## src/rtl/kpn_pkg.sv

```systemverilog
// Shared definitions for arithmetic KPN process nodes.
// Holds the default token width, FSM state encoding and token type.
package kpn_pkg;

    localparam int BITS_NUMBER = 16;

    typedef enum logic [1:0] {
        IDLE  = 2'd0,
        READ  = 2'd1,
        LATCH = 2'd2,
        WRITE = 2'd3
    } kpn_state_t;

    typedef logic [BITS_NUMBER-1:0] token_t;

endpackage

```

## src/rtl/kpn_sat_adder.sv

```systemverilog
// Combinational unsigned adder with carry-out and optional clamp to all-ones.
// Shared by the arithmetic KPN nodes.
module kpn_sat_adder #(
    parameter int BITS_NUMBER = kpn_pkg::BITS_NUMBER,
    parameter int SATURATE    = 0
) (
    input  logic [BITS_NUMBER-1:0] a,
    input  logic [BITS_NUMBER-1:0] b,
    output logic [BITS_NUMBER-1:0] sum,
    output logic                   carry
);

    logic [BITS_NUMBER:0] full_sum;

    assign full_sum = {1'b0, a} + {1'b0, b};
    assign carry    = full_sum[BITS_NUMBER];

    always_comb begin
        sum = full_sum[BITS_NUMBER-1:0];
        if (SATURATE != 0 && carry) begin
            sum = '1;
        end
    end

endmodule

```

## src/rtl/kpn_add_process.sv

```systemverilog
// KPN node: pops one token from each input FIFO, adds them and pushes the sum
// downstream with blocking-read / blocking-write semantics.
module kpn_add_process
    import kpn_pkg::*;
#(
    parameter int BITS_NUMBER = kpn_pkg::BITS_NUMBER,
    parameter int SATURATE    = 0,
    parameter int COUNT_BITS  = 16
) (
    input  logic                   clk,
    input  logic                   reset,
    input  logic [BITS_NUMBER-1:0] in_a_data,
    input  logic                   in_a_empty,
    output logic                   in_a_rd,
    input  logic [BITS_NUMBER-1:0] in_b_data,
    input  logic                   in_b_empty,
    output logic                   in_b_rd,
    output logic [BITS_NUMBER-1:0] out_data,
    input  logic                   out_full,
    output logic                   out_wr,
    output logic [COUNT_BITS-1:0]  token_count,
    output logic                   overflow,
    output logic                   busy
);

    kpn_state_t state_reg, state_next;

    logic [BITS_NUMBER-1:0] sum;
    logic                   carry;

    kpn_sat_adder #(
        .BITS_NUMBER(BITS_NUMBER),
        .SATURATE   (SATURATE)
    ) u_adder (
        .a    (in_a_data),
        .b    (in_b_data),
        .sum  (sum),
        .carry(carry)
    );

    always_ff @(posedge clk or posedge reset) begin
        if (reset) begin
            state_reg <= IDLE;
        end else begin
            state_reg <= state_next;
        end
    end

    always_comb begin
        state_next = state_reg;
        in_a_rd    = 1'b0;
        in_b_rd    = 1'b0;
        out_wr     = 1'b0;
        busy       = (state_reg != IDLE);
        unique case (state_reg)
            IDLE: begin
                // Both inputs must be available together; no partial pops.
                if (!in_a_empty && !in_b_empty) begin
                    state_next = READ;
                end
            end
            READ: begin
                in_a_rd    = 1'b1;
                in_b_rd    = 1'b1;
                state_next = LATCH;
            end
            LATCH: begin
                state_next = WRITE;
            end
            WRITE: begin
                if (!out_full) begin
                    out_wr     = 1'b1;
                    state_next = IDLE;
                end
            end
            default: state_next = IDLE;
        endcase
    end

    // FIFO read data is valid in LATCH, one cycle after the read strobe.
    always_ff @(posedge clk or posedge reset) begin
        if (reset) begin
            out_data    <= '0;
            token_count <= '0;
            overflow    <= 1'b0;
        end else begin
            if (state_reg == LATCH) begin
                out_data <= sum;
                if (carry) begin
                    overflow <= 1'b1;
                end
            end
            if (out_wr) begin
                token_count <= token_count + 1'b1;
            end
        end
    end

endmodule

```

## config.mk

```make
export PLATFORM = sky130hd
export DESIGN_NAME = kpn_add_process
export DESIGN_NICKNAME = d
export VERILOG_FILES = /design/src/rtl/kpn_pkg.sv /design/src/rtl/kpn_sat_adder.sv /design/src/rtl/kpn_add_process.sv
export SDC_FILE = /design/constraint.sdc
export NUM_CORES = 1
export LEC_CHECK = 0
export BUFFER_PORTS_ARGS = -buffer_cell sky130_fd_sc_hd__buf_2
export CAP_MARGIN = 40
export CORE_AREA = 3 3 80 82
export CTS_BUF_LIST = sky130_fd_sc_hd__clkbuf_2 sky130_fd_sc_hd__clkbuf_4 sky130_fd_sc_hd__clkbuf_8
export CTS_CLUSTER_DIAMETER = 50
export DETAILED_ROUTE_END_ITERATION = 12
export DIE_AREA = 0 0 83 85
export GPL_TIMING_DRIVEN = 0
export PLACE_DENSITY_LB_ADDON = 0.25
export SLEW_MARGIN = 40
export SYNTH_ARGS = -nofsm -noshare
export SYNTH_HDL_FRONTEND = slang
export SYNTH_SLANG_ARGS = --single-unit
```

## constraint.sdc

```tcl
create_clock -name clk -period 2.2 [get_ports clk]
set_input_delay 0.22 -clock clk [delete_from_list [all_inputs] [get_ports clk]]
set_output_delay 0.22 -clock clk [all_outputs]
set_load 0.01 [all_outputs]
```

==> metrics <==
total power divided by cell area=975 nW/um2; H-tree depth reported by CTS=2; Vias=2018; post-detailed-route DRC marker count=0; Post-Place Worst Slack=30.2 ps; cells taking the most area after synthesis=sky130_fd_sc_hd__dfrtp_1 38%, sky130_fd_sc_hd__ha_1 12%, sky130_fd_sc_hd__xnor2_1 6.4%, sky130_fd_sc_hd__mux2_2 5.4%, sky130_fd_sc_hd__nand2_1 4.2%; Max Root-Sink Buffers=2; clock-pin slew of the registers on the worst-case setup and hold paths=80 ps; biggest cell delay along the critical path=470 ps; cell with the largest stage delay on the worst path=sky130_fd_sc_hd__clkbuf_1; Setup crit start kind=register; cell area after synthesis=2310 um2; leakage=1.47 nW; arrival time at the worst endpoint=2190 ps; maximum number of pins on one net before global-route repair=19; area delta synth->final=26.4%; type of the most critical hold path=primary input to register; Fill cells=571; non-filler cells in the finished layout=389; Worst Path Required=2380 ps; quantity of I/O buffers inserted on ports=73; vias in the first global route=1931; RSZ-0062 raised after global routing=no; Final Hold Vio Count=0; mean area per synthesized cell=10.0 um2; detailed-router iteration count before antenna repair=4; Routed Antenna Nets=0; count of cell types in the netlist=43; endpoint of the worst register-to-register path=out_data[3]; gp weighted congestion=0.828; switching share of power=36.9%; post-synth net total=291; DR WL/cell=13.5 um; startpoint of the most critical register-to-register path=state_reg[0]; minimum clock period=2010 ps; number of core rows=28; worst voltage drop across the vdd grid=543 uV; Max Slew Vio Count=0; worst clock skew on the final layout=1.36 ps; Setup crit end kind=register; Relative slew margins=60.9%; TritonCTS buffer count=5; family with the most delay on the worst path=buffers and inverters; wire length of the first global-routing pass=9.02 mm; logic depth of the worst register-to-register path=5; switching component of the power=0.00105 W; peak clock frequency supported by timing=499 MHz; sequential cell fraction of total power=35.4%; launching element of the worst setup path=state_reg[0]; overflow left after global routing=0; Num Clock Sinks=35; layout cells sized above 1=34.4%; cell-by-cell trace of the critical path=inv_1 -> ha_1 -> clkbuf_1 -> buf_2 -> mux2_2; most frequent standard cell in the layout excluding fill and tap cells=sky130_fd_sc_hd__buf_2; post-route cell area=2920 um2; drt total wl=5.25 mm; final setup violation count=0; Post-Place Cell Area=2800 um2; Worst Setup Slack, final=195 ps; Critical Path Sink=out_data[3]; placed insts=380; top-level port count=74; run status=finished, final reports clean; warning count from the yosys run=0; clock tree from TritonCTS=built; area fraction of the dominant cell type after synthesis=37.9%; GRT Total Usage=15.6%; setup tns final=0 ps; power share of the clock group=20.9%; Stages on worst setup path=5; count of routing violations after the opening detailed-route iteration=82; Mapped Cells=231; initial antenna violation count=0; post-CTS setup repair buffer count=0; share of the cycle needed by the critical path after routing=91.2%; CTS root buffer=sky130_fd_sc_hd__clkbuf_8; Worst-Margin Slew=587 ps; detailed-placement wirelength estimate=4.18 mm; maximum net fanout on the critical path=10; instance count along the most critical hold path=3; internal power of the cells=0.00180 W; net count reported at finish=373; cts-stage hold buffer count=1; most used cells in the layout excluding fill and tap cells=75 x sky130_fd_sc_hd__buf_2, 35 x sky130_fd_sc_hd__dfrtp_1, 26 x sky130_fd_sc_hd__nand2_1, 22 x sky130_fd_sc_hd__ha_1, 17 x sky130_fd_sc_hd__xnor2_1; count of antenna diodes in the layout=0; overall die width=83 um; core region area=5820 um2; combinational share of power=43.7%; floorplan die area=7060 um2; WP buf/inv=3; max-capacitance violation count=0; Die Y=85 um; Starting Density=39.7%; reg-to-reg slack, setup=190 ps; Worst-Skew Late Latency=290 ps; post-synthesis register bit count=35; sequential fraction of the synthesis area=37.9%; Vias per Instance=5.19; post-cts repair resize count=0; kind of critical path=register to register; cell accounting for the most synthesized area=sky130_fd_sc_hd__dfrtp_1
==> cells in the mapped netlist (all sizes together) <==
cell      n
xor2      6
o211ai    4
o2bb2ai   1
o311ai    2
clkbuf    2
a21oi    12
nor3      5
and4      3
a31oi     5
a211o     1
a221oi    2
and2      4
xnor2    17
fa        1
nand2    26
inv      12
a21o      4
dfrtp    35
mux2i     2
o21bai    1
nand4     7
nand3     6
a2111oi   1
and3      6
nor2     12
ha       22
o21a      2
o21ai     9
a211oi    2
o31ai     2
o2111ai   1
mux2     11
buf       3
nor2b     2
==> layer usage <==
layer / vias to the layer above / global-route usage, % / share of wire, %
met5: - / 0 / 0
met3: 5 / 4.17 / 6.2
met4: 0 / 4.46 / 1.1
met1: 950 / 20.8 / 45
li1: 997 / - / -
met2: 66 / 25.1 / 47
==> through the flow <==
stage                     utilization, %  total power, W  hold slack, ps
after CTS                           50.2         0.00289             271
after floorplan                        -         0.00184             374
after global routing                50.2         0.00309             281
after global placement              47.6         0.00225             455
final                               50.2         0.00285             278
after detailed placement            48.1         0.00228             256
==> power by group through the flow <==
stage | Clock [W] | Sequential (W) | Combinational (W)
6_report | 0.000596 | 0.00101 | 0.00124
5_1_grt | 0.000641 | 0.00104 | 0.00141
3_5_place_dp | 0 | 0.00102 | 0.00126
4_1_cts | 0.000614 | 0.00101 | 0.00127
2_1_floorplan | 0 | 0.00110 | 0.000736
3_3_place_gp | 0 | 0.00102 | 0.00124
==> worst min path at each step <==
stage | start | endpoint | slack (ps)
floorplan | reset | out_data[0] | 370
global placement | token_count[15] | token_count[15] | 460
detailed placement | reset | token_count[12] | 260
CTS | in_b_data[0] | out_data[0] | 270
global route | in_b_data[0] | out_data[0] | 280
finish | in_b_data[0] | out_data[0] | 280
==> cell families after synthesis <==
group                      share of synthesized area (%)
buffers and inverters                               3.03
DFF                                                 37.9
muxes                                               6.23
xor gates and xnor gates                            8.72
adders and majority gates                           12.8
and+or+nand+nor                                     15.5
AOI/OAI and AO/OA                                   15.8
==> worst reg2reg max path, cell delays in order (launching register included) <==
cell and delay (ps):
sky130_fd_sc_hd__dfrtp_1 410, sky130_fd_sc_hd__inv_1 130, sky130_fd_sc_hd__ha_1 190, sky130_fd_sc_hd__clkbuf_1 470, sky130_fd_sc_hd__buf_2 340, sky130_fd_sc_hd__mux2_2 360
==> area by class of cell <==
type | count | area (um2) | area share (%)
multi-input combinational | 179 | 1360 | 46.7
sequential | 35 | 876 | 30.0
timing repair buffer | 75 | 403 | 13.8
tap | 75 | 93.8 | 3.21
clock buffer | 5 | 68.8 | 2.36
inverter | 12 | 45.0 | 1.54
clock inverter | 3 | 43.8 | 1.50
buffer | 5 | 25.0 | 0.857
No activity file was read; power rests on OpenSTA's default activity.
